===== config.mk =====
export PLATFORM = sky130hd
export DESIGN_NAME = ir_packet_tx
export DESIGN_NICKNAME = d
export VERILOG_FILES = /design/src/rtl/ir_packet_tx.sv
export SDC_FILE = /design/constraint.sdc
export NUM_CORES = 1
export LEC_CHECK = 0
export ABC_CLOCK_PERIOD_IN_PS = 4700
export BUFFER_PORTS_ARGS = -buffer_cell sky130_fd_sc_hd__buf_2
export CORE_MARGIN = 5
export CORE_UTILIZATION = 55
export CTS_CLUSTER_DIAMETER = 50
export DETAILED_ROUTE_END_ITERATION = 16
export PLACE_DENSITY = 0.69
export REMOVE_ABC_BUFFERS = 1
export SYNTH_ARGS = -nofsm -noshare
export SYNTH_HDL_FRONTEND = slang
export SYNTH_SLANG_ARGS = --single-unit

===== constraint.sdc =====
create_clock -name CLK -period 4.7 [get_ports CLK]
set_input_delay 0.94 -clock CLK [delete_from_list [all_inputs] [get_ports CLK]]
set_output_delay 0.94 -clock CLK [all_outputs]
set_load 0.01 [all_outputs]

===== src/rtl/ir_packet_tx.sv =====
// IR packet transmitter for remote-controlled cars.
// A packet is a fixed sequence of carrier bursts and silent gaps: START, CARSEL and
// four drive-field bursts (RIGHT, LEFT, BACK, FWD). Each burst is long or short
// depending on its latched COMMAND bit. The selected car colour sets both the
// carrier frequency and the burst/gap lengths.
module ir_packet_tx #(
    parameter int CLK_FREQ_HZ = 100000000
) (
    input  logic       CLK,
    input  logic       RESET,
    input  logic [3:0] COMMAND,
    input  logic [3:0] COLOR_SEL,
    input  logic       SEND_PACKET,
    output logic       IR_LED,
    output logic       BUSY
);

    // Carrier half-periods in clocks, rounded to the nearest integer.
    localparam int H_BLUE   = (CLK_FREQ_HZ + 36000) / 72000;
    localparam int H_YELLOW = (CLK_FREQ_HZ + 40000) / 80000;
    localparam int H_GREEN  = (CLK_FREQ_HZ + 37500) / 75000;
    localparam int H_RED    = H_BLUE;

    // Blue/red have the lowest carrier, so the longest half-period; never below 11 bits.
    localparam int HALF_W = ($clog2(H_BLUE + 1) > 11) ? $clog2(H_BLUE + 1) : 11;

    typedef enum logic [3:0] {
        S_IDLE,
        S_START,
        S_GAP1,
        S_CARSEL,
        S_GAP2,
        S_RIGHT,
        S_GAP3,
        S_LEFT,
        S_GAP4,
        S_BACK,
        S_GAP5,
        S_FWD
    } state_t;

    state_t state, state_next, following;

    logic [HALF_W-1:0] half_cnt, half_cnt_next, half_len;
    logic [7:0]        period_cnt, period_cnt_next;
    logic [7:0]        start_len, gap_len, carsel_len, assert_len, deassert_len, seg_len;
    logic              phase, phase_next;
    logic              led_q, led_next, busy_q, busy_next;
    logic [3:0]        cmd_latched, cmd_next, color_latched, color_next;
    logic              color_onehot, half_end, seg_done, cur_burst, following_burst;

    assign color_onehot = (COLOR_SEL != 4'b0000) && ((COLOR_SEL & (COLOR_SEL - 4'd1)) == 4'b0000);
    assign half_end     = (half_cnt == half_len - HALF_W'(1));
    assign seg_done     = half_end && phase && (period_cnt == seg_len - 8'd1);

    assign IR_LED = led_q;
    assign BUSY   = busy_q;

    // Per-colour timing table, selected by the colour latched at packet start.
    always_comb begin
        half_len     = HALF_W'(H_BLUE);
        start_len    = 8'd191;
        gap_len      = 8'd25;
        carsel_len   = 8'd47;
        assert_len   = 8'd47;
        deassert_len = 8'd22;
        case (color_latched)
            4'b0010: begin
                half_len     = HALF_W'(H_YELLOW);
                start_len    = 8'd88;
                gap_len      = 8'd40;
                carsel_len   = 8'd22;
                assert_len   = 8'd44;
                deassert_len = 8'd22;
            end
            4'b0100: begin
                half_len     = HALF_W'(H_GREEN);
                start_len    = 8'd88;
                gap_len      = 8'd40;
                carsel_len   = 8'd44;
                assert_len   = 8'd44;
                deassert_len = 8'd22;
            end
            4'b1000: begin
                half_len     = HALF_W'(H_RED);
                start_len    = 8'd192;
                gap_len      = 8'd24;
                carsel_len   = 8'd24;
                assert_len   = 8'd48;
                deassert_len = 8'd24;
            end
            default: ;
        endcase
    end

    // Length of the current segment in carrier periods, its successor, and which states emit carrier.
    always_comb begin
        seg_len         = 8'd0;
        following       = S_IDLE;
        cur_burst       = 1'b0;
        following_burst = 1'b0;
        case (state)
            S_START:  begin seg_len = start_len;  following = S_GAP1;   cur_burst = 1'b1; end
            S_GAP1:   begin seg_len = gap_len;    following = S_CARSEL; following_burst = 1'b1; end
            S_CARSEL: begin seg_len = carsel_len; following = S_GAP2;   cur_burst = 1'b1; end
            S_GAP2:   begin seg_len = gap_len;    following = S_RIGHT;  following_burst = 1'b1; end
            S_RIGHT:  begin seg_len = cmd_latched[0] ? assert_len : deassert_len; following = S_GAP3; cur_burst = 1'b1; end
            S_GAP3:   begin seg_len = gap_len;    following = S_LEFT;   following_burst = 1'b1; end
            S_LEFT:   begin seg_len = cmd_latched[1] ? assert_len : deassert_len; following = S_GAP4; cur_burst = 1'b1; end
            S_GAP4:   begin seg_len = gap_len;    following = S_BACK;   following_burst = 1'b1; end
            S_BACK:   begin seg_len = cmd_latched[2] ? assert_len : deassert_len; following = S_GAP5; cur_burst = 1'b1; end
            S_GAP5:   begin seg_len = gap_len;    following = S_FWD;    following_burst = 1'b1; end
            S_FWD:    begin seg_len = cmd_latched[3] ? assert_len : deassert_len; following = S_IDLE; cur_burst = 1'b1; end
            default:  ;
        endcase
    end

    // Next-state, counter and output logic; outputs are computed one clock ahead so they leave flops.
    always_comb begin
        state_next      = state;
        half_cnt_next   = half_cnt;
        period_cnt_next = period_cnt;
        phase_next      = phase;
        led_next        = led_q;
        busy_next       = busy_q;
        cmd_next        = cmd_latched;
        color_next      = color_latched;
        if (state == S_IDLE) begin
            led_next  = 1'b0;
            busy_next = 1'b0;
            if (SEND_PACKET && color_onehot) begin
                state_next      = S_START;
                half_cnt_next   = '0;
                period_cnt_next = '0;
                phase_next      = 1'b0;
                led_next        = 1'b1;
                busy_next       = 1'b1;
                cmd_next        = COMMAND;
                color_next      = COLOR_SEL;
            end
        end else if (seg_done) begin
            state_next      = following;
            half_cnt_next   = '0;
            period_cnt_next = '0;
            phase_next      = 1'b0;
            led_next        = following_burst;
            busy_next       = (following != S_IDLE);
        end else begin
            if (half_end) begin
                half_cnt_next = '0;
                phase_next    = ~phase;
                if (phase) begin
                    period_cnt_next = period_cnt + 8'd1;
                end
            end else begin
                half_cnt_next = half_cnt + HALF_W'(1);
            end
            led_next = cur_burst && !phase_next;
        end
    end

    // State and datapath registers with synchronous reset.
    always_ff @(posedge CLK) begin
        if (RESET) begin
            state         <= S_IDLE;
            half_cnt      <= '0;
            period_cnt    <= '0;
            phase         <= 1'b0;
            led_q         <= 1'b0;
            busy_q        <= 1'b0;
            cmd_latched   <= 4'b0000;
            color_latched <= 4'b0000;
        end else begin
            state         <= state_next;
            half_cnt      <= half_cnt_next;
            period_cnt    <= period_cnt_next;
            phase         <= phase_next;
            led_q         <= led_next;
            busy_q        <= busy_next;
            cmd_latched   <= cmd_next;
            color_latched <= color_next;
        end
    end

endmodule

# Word level (Yosys, flattened, before mapping)
# Index checks and enable logic that the tools add are counted.
[totals]
ff_bits = 34
input_bits = 11
output_inout_bits = 2
word_cells = 88
[classes]
n_addsub = 5
eq_ne = 17
mux = 37
n_bitwise = 2
reduce_logical = 19
[op_table]
columns = ["operator", "count"]
rows = [
  ["$mux W8", 9],
  ["$pmux W8 S7", 1],
  ["$mux W11", 4],
  ["$pmux W4 S10", 1],
  ["$eq A4 B3 Y1 const B", 5],
  ["$eq A4 B4 Y1 const B", 5],
  ["$pmux W6 S3", 1],
  ["$pmux W9 S2", 1],
  ["$mux W4", 4],
  ["$pmux W8 S2", 1],
  ["$mux W1", 13],
  ["$eq A4 B2 Y1 const B", 3],
  ["$pmux W6 S2", 1],
  ["$add A11 B1 Y11 const B", 1],
  ["$eq A11 B11 Y1", 1],
  ["$sub A11 B1 Y11 const B", 1],
  ["$pmux W5 S2", 1],
  ["$add A8 B1 Y8 const B", 1],
  ["$eq A8 B8 Y1", 1],
  ["$logic_not A4 Y1", 2],
  ["$reduce_bool A4 Y1", 2],
  ["$sub A8 B1 Y8 const B", 1],
  ["$reduce_bool A3 Y1", 2],
  ["$reduce_or A6 Y1", 1],
  ["12 further kinds", 17],
]

# Depth between registers and ports, before layout
[logic_depth]
ltp_word = 14
ltp_mapped = 17
depth_no_buf = 14

# Worst setup path before layout
# No wires, ideal clock.
[synth_path]
path_type = "reg-to-reg"
from = "register state[1]"
to = "register period_cnt[6]"
setup_time_ps = 70
arrival_time_ps = 3213
required_ps = 4630
setup_slack_ps = 1417
stages_incl_launch_ff = 17
path_buffers = 4
period_less_slack_ps = 3283
cell_sequence = "dfxtp_1 > buf_2 > clkbuf_1 > or4_1 > nand2_1 > or3_1 > ha_1 > o21ai_1 > nor4_1 > xnor2_1 > o31ai_1 > o311a_1 > buf_6 > a21oi_4 > buf_6 > or3_1 > a21oi_1"
[synth_via]
elab_chain_len = 8
word_cells_on_any_way = 23
cone_classes = "1 x add/sub; 13 x eq/ne; 3 x mux; 6 x reduce/logical"
[synth_lines]
columns = ["element", "line", "text"]
rows = [
  ["start, declared", "42", "state_t state, state_next, following;"],
  ["start signal, assigned", "174", "state <= state_next;"],
  ["$eq A4 B4 Y1, or another cell as far along", "102", "case (state)"],
  ["$reduce_or A5 Y1 (no source line)", "-", ""],
  ["$pmux W8 S7", "102", ""],
  ["$sub A8 B1 Y8", "54", "assign seg_done = half_end && phase && (period_cnt == seg_len - 8'd1);"],
  ["$eq A8 B8 Y1", "54", ""],
  ["$logic_and A1 B1 Y1", "54", ""],
  ["$reduce_bool A3 Y1 (no source line) / $mux W8 (equally long branches)", "-", ""],
  ["$reduce_and A3 Y1 (no source line) / $mux W8 (equally long branches)", "-", ""],
  ["end signal, assigned", "176", "period_cnt <= period_cnt_next;"],
  ["end, declared", "45", "logic [7:0] period_cnt, period_cnt_next;"],
]
# Parallel ways exist; a longest one is shown, timed or not.
# A chain may end at the register's enable or synchronous reset.

# Worst setup path after layout
[layout_path]
from = "register state[3]"
to = "register half_cnt[8]"
[layout_via]
elab_chain_len = 8
word_cells_on_any_way = 20
cone_classes = "1 x add/sub; 13 x eq/ne; 3 x mux; 3 x reduce/logical"
[layout_lines]
columns = ["element", "line", "text"]
rows = [
  ["$eq A4 B4 Y1, or another cell as far along", "102", ""],
  ["$reduce_or A5 Y1 (no source line)", "-", ""],
  ["$pmux W8 S7", "102", ""],
  ["$sub A8 B1 Y8", "54", ""],
  ["$eq A8 B8 Y1", "54", ""],
  ["$logic_and A1 B1 Y1", "54", ""],
  ["$mux W11", "141", "end else if (seg_done) begin"],
  ["$mux W11", "128", "if (state == S_IDLE) begin"],
  ["end signal, assigned", "175", "half_cnt <= half_cnt_next;"],
  ["end, declared", "44", "logic [HALF_W-1:0] half_cnt, half_cnt_next, half_len;"],
]
# Parallel ways exist; a longest one is shown, timed or not.

==> results.sh <==
export IMPL_timing_rr_start="state[3]"
export IMPL_max_vdd_ir_drop_v=0.0002133
export IMPL_fin_setup_tns_ns=0
export IMPL_hold_class="flip-flop to flip-flop"
export IMPL_cp_startpoint="state[3]"
export IMPL_synthArstFlopShare_pct=0
export IMPL_synthMuxAreaShare_pct=5.347
export IMPL_synthTopCellsByArea="dfxtp_1 (28%), mux2i_1 (5.3%), nor2_1 (5.1%)"
export IMPL_drive_gt1_share_pct=11.94
export IMPL_synthFlopType="dfxtp_1"
export IMPL_fin_crit_sh_pct=86.43
export IMPL_yosys_area_share_simple_pct=32.54
export IMPL_cts_tree="built"
export IMPL_grt_max_degree=26
export IMPL_synth_warnings=0
export IMPL_dp_cells=354
export IMPL_cp_max_fo=23
export IMPL_whs_ns=0.5184
export IMPL_yosysSeqAreaShare_pct=27.97
export IMPL_cts_setup_buffers=0
export IMPL_synth_edf_count=0
export IMPL_pwr_share_clk_pct=38.6
export IMPL_port_buffers=12
export IMPL_yosys_area_share_adder_pct=2.468
export IMPL_cts_root_buffer_cell="clkbuf_8"
export IMPL_worstPathRequired_ns=4.93
export IMPL_swShare_pct=30.00
export IMPL_clock_skew_ns=0.009874
export IMPL_hp_start="period_cnt[1]"
export IMPL_num_nets_final=324
export IMPL_path_class="flip-flop to flip-flop"
export IMPL_cts_buffer_depth=2
export IMPL_period_minus_slack_ns=4.062
export IMPL_arrival_ns=4.29
export IMPL_dp_hpwl_mm=3.899
export IMPL_stdcell_area_um2=2597
export IMPL_fin_cells=362
export IMPL_pin_count=13
export IMPL_antenna_found_initial=0
export IMPL_startpoint_type="flip-flop"
export IMPL_leakagePower_nw=0.9286
export IMPL_initial_utilization_pct=56.28
export IMPL_synth_top_family_by_area="simple AND/OR/NAND/NOR gates"
export IMPL_cts_buffers=5
export IMPL_synth_top_cell_area_share_pct=27.97
export IMPL_crit_family="simple AND/OR/NAND/NOR gates"
export IMPL_ctsResizeCount=0
export IMPL_fp_dieH_um=76.52
export IMPL_hold_viol_final=0
export IMPL_status="finished, final reports clean"
export IMPL_grt_pass1_vias=2026
export IMPL_maxCapViolations=0
export IMPL_crit_buf_inv=0
export IMPL_worst_setup_hold_path_clk_slew_ns=0.08
export IMPL_dpl_cell_area_um2=2460
export IMPL_combPwrFrac_pct=24.1
export IMPL_cp_cell_sequence="nand3b_1, o221a_2, or3_1, ha_1, o21ai_1, nor4_1, and4_1, o311a_1, nor3_2, o21bai_1, nor2_1"
export IMPL_synth_area_per_cell_um2=7.927
export IMPL_setup_viol=0
export IMPL_rows=24
export IMPL_dr_total_vias=2212
export IMPL_p_sw_uw=256.7
export IMPL_grt_util_all_layers_pct=18.79
export IMPL_drt_total_wl_mm=5.445
export IMPL_worst_pin_slew_ns=0.6941
export IMPL_wl_per_cell_um=15.04
export IMPL_powerDensity_nw_per_um2=329.4
export IMPL_p_int_uw=599.0
export IMPL_syn_to_final_growth_pct=6.735
export IMPL_slowest_delay_ns=0.77
export IMPL_grt_pass1_wl_mm=9.259
export IMPL_place_gp_congestion=0.8472
export IMPL_ant_nets=0
export IMPL_core_area_um2=4324
export IMPL_endpoint_kind="flip-flop"
export IMPL_synthXorXnorAreaFrac_pct=6.838
export IMPL_clkLatencyLatePin_ns=0.30
export IMPL_rsz0062_at_grt="false"
export IMPL_syn_area_um2=2434
export IMPL_drv_slew=0
export IMPL_max_freq_mhz=246.2
export IMPL_h_tree_depth=2
export IMPL_cpMaxStageDelayCell="dfxtp_1"
export IMPL_share_seq_of_total_power_pct=37.3
export IMPL_synth_top_area_cell="dfxtp_1"
export IMPL_cts_sinks=34
export IMPL_via_per_inst=6.110
export IMPL_dr_first_iter_drc_count=208
export IMPL_grt_ovfl_total=0
export IMPL_die_area_um2=5855
export IMPL_drc=0
export IMPL_synthCells=307
export IMPL_antenna_cells=0
export IMPL_synthDistinctLibCells=64
export IMPL_synth_seq_cells=34
export IMPL_die_w_um=76.52
export IMPL_relSlewSlack_pct=53.66
export IMPL_synth_compound_area_share_pct=18.77
export IMPL_firstDrtPassIters=4
export IMPL_hold_buffers=0
## cells in the mapped netlist (3+ instances only)
cell      count
dfxtp_1      34
nor2_1       33
nand2_1      21
a21oi_1      19
nor3_1       15
o21ai_0      15
mux2i_1      13
nand3_1      13
xnor2_1      12
or3_1        11
nand4_1       7
xor2_1        7
clkbuf_1      6
and2_1        5
buf_6         5
inv_1         5
a211oi_1      4
a31oi_1       4
buf_1         4
buf_2         4
ha_1          4
nand3b_1      4
nor3b_1       4
nor4_1        4
a211o_1       3
nand2b_1      3
## layout make-up
cell class	count	area [um^2]
repair buffers	16	90.09
clock buffers	5	68.82
flip-flops and latches	34	680.7
well taps	52	65.06
inverters	5	18.77
fillers	410	1727
clock inverters	3	68.82
multi-input cells	247	1605
## cell families after synthesis
family / Yosys count
XOR/XNOR: 19
AO/OA/AOI/OAI: 69
flip-flops: 34
multiplexers: 13
AND/OR/NAND/NOR: 141
adder cells (fa/ha/maj): 5
buffers and inverters: 26
## layout by cell type (no fill, tap or decap), drive strengths merged, types with 13 or more instances in the layout
cell / synthesis / routed
o21ai: 16 / 16
buf: 15 / 16
a21oi: 20 / 20
nor2: 33 / 33
dfxtp: 34 / 34
nor3: 16 / 16
mux2i: 13 / 13
nand3: 14 / 14
nand2: 22 / 22
## power by group through the flow
stage                     Clock (mW)  Sequential (mW)  Combinational (mW)
final                          0.331            0.319               0.206
after global routing           0.350            0.322               0.227
after CTS                      0.337            0.319               0.205
after detailed placement           0            0.325               0.205
after global placement             0            0.325               0.202
after floorplan                    0            0.326               0.148
## flip-flops by register name, indices dropped and copies added, names as in the netlist
register and count:
color_latched 4, BUSY 1, IR_LED 1, period_cnt 8
state 4, phase 1, half_cnt 11, cmd_latched 4
## per-stage QoR
stage | worst slack (ns) | total power [mW] | util, %
global route | 0.3236 | 0.8985 | 60.07
finish | 0.6379 | 0.8556 | 60.07
floorplan | 1.114 | 0.4743 | -
global placement | 0.7728 | 0.5267 | 56.89
CTS | 0.6618 | 0.8608 | 60.07
detailed placement | 0.6733 | 0.5302 | 56.89
## routing by layer
| layer | GRT usage [%] | part of all wire (%) | up-vias |
|---|---|---|---|
| li1 | - | - | 1137 |
| met5 | 0 | 0 | - |
| met4 | 6.294 | 1.2 | 0 |
| met1 | 24.95 | 48 | 1025 |
| met2 | 29.88 | 47 | 43 |
| met3 | 4.255 | 3.8 | 7 |
## worst paths after layout
path,end,slack (ns),cells past startpoint
worst min-delay path,period_cnt[1],0.52,2
worst max register to register,half_cnt[8],0.64,11
worst min register to register,period_cnt[1],0.52,2
worst max-delay path,half_cnt[8],0.64,11
## worst register-to-register path: cells and delay by family, from the launching register on
kind | cells | cell delay [ns]
AOI/OAI and AO/OA | 4 | 1.31
adders and majority gates | 1 | 0.24
DFF | 1 | 0.77
and+or+nand+nor | 6 | 1.69
(Power assumes the default switching activity.)
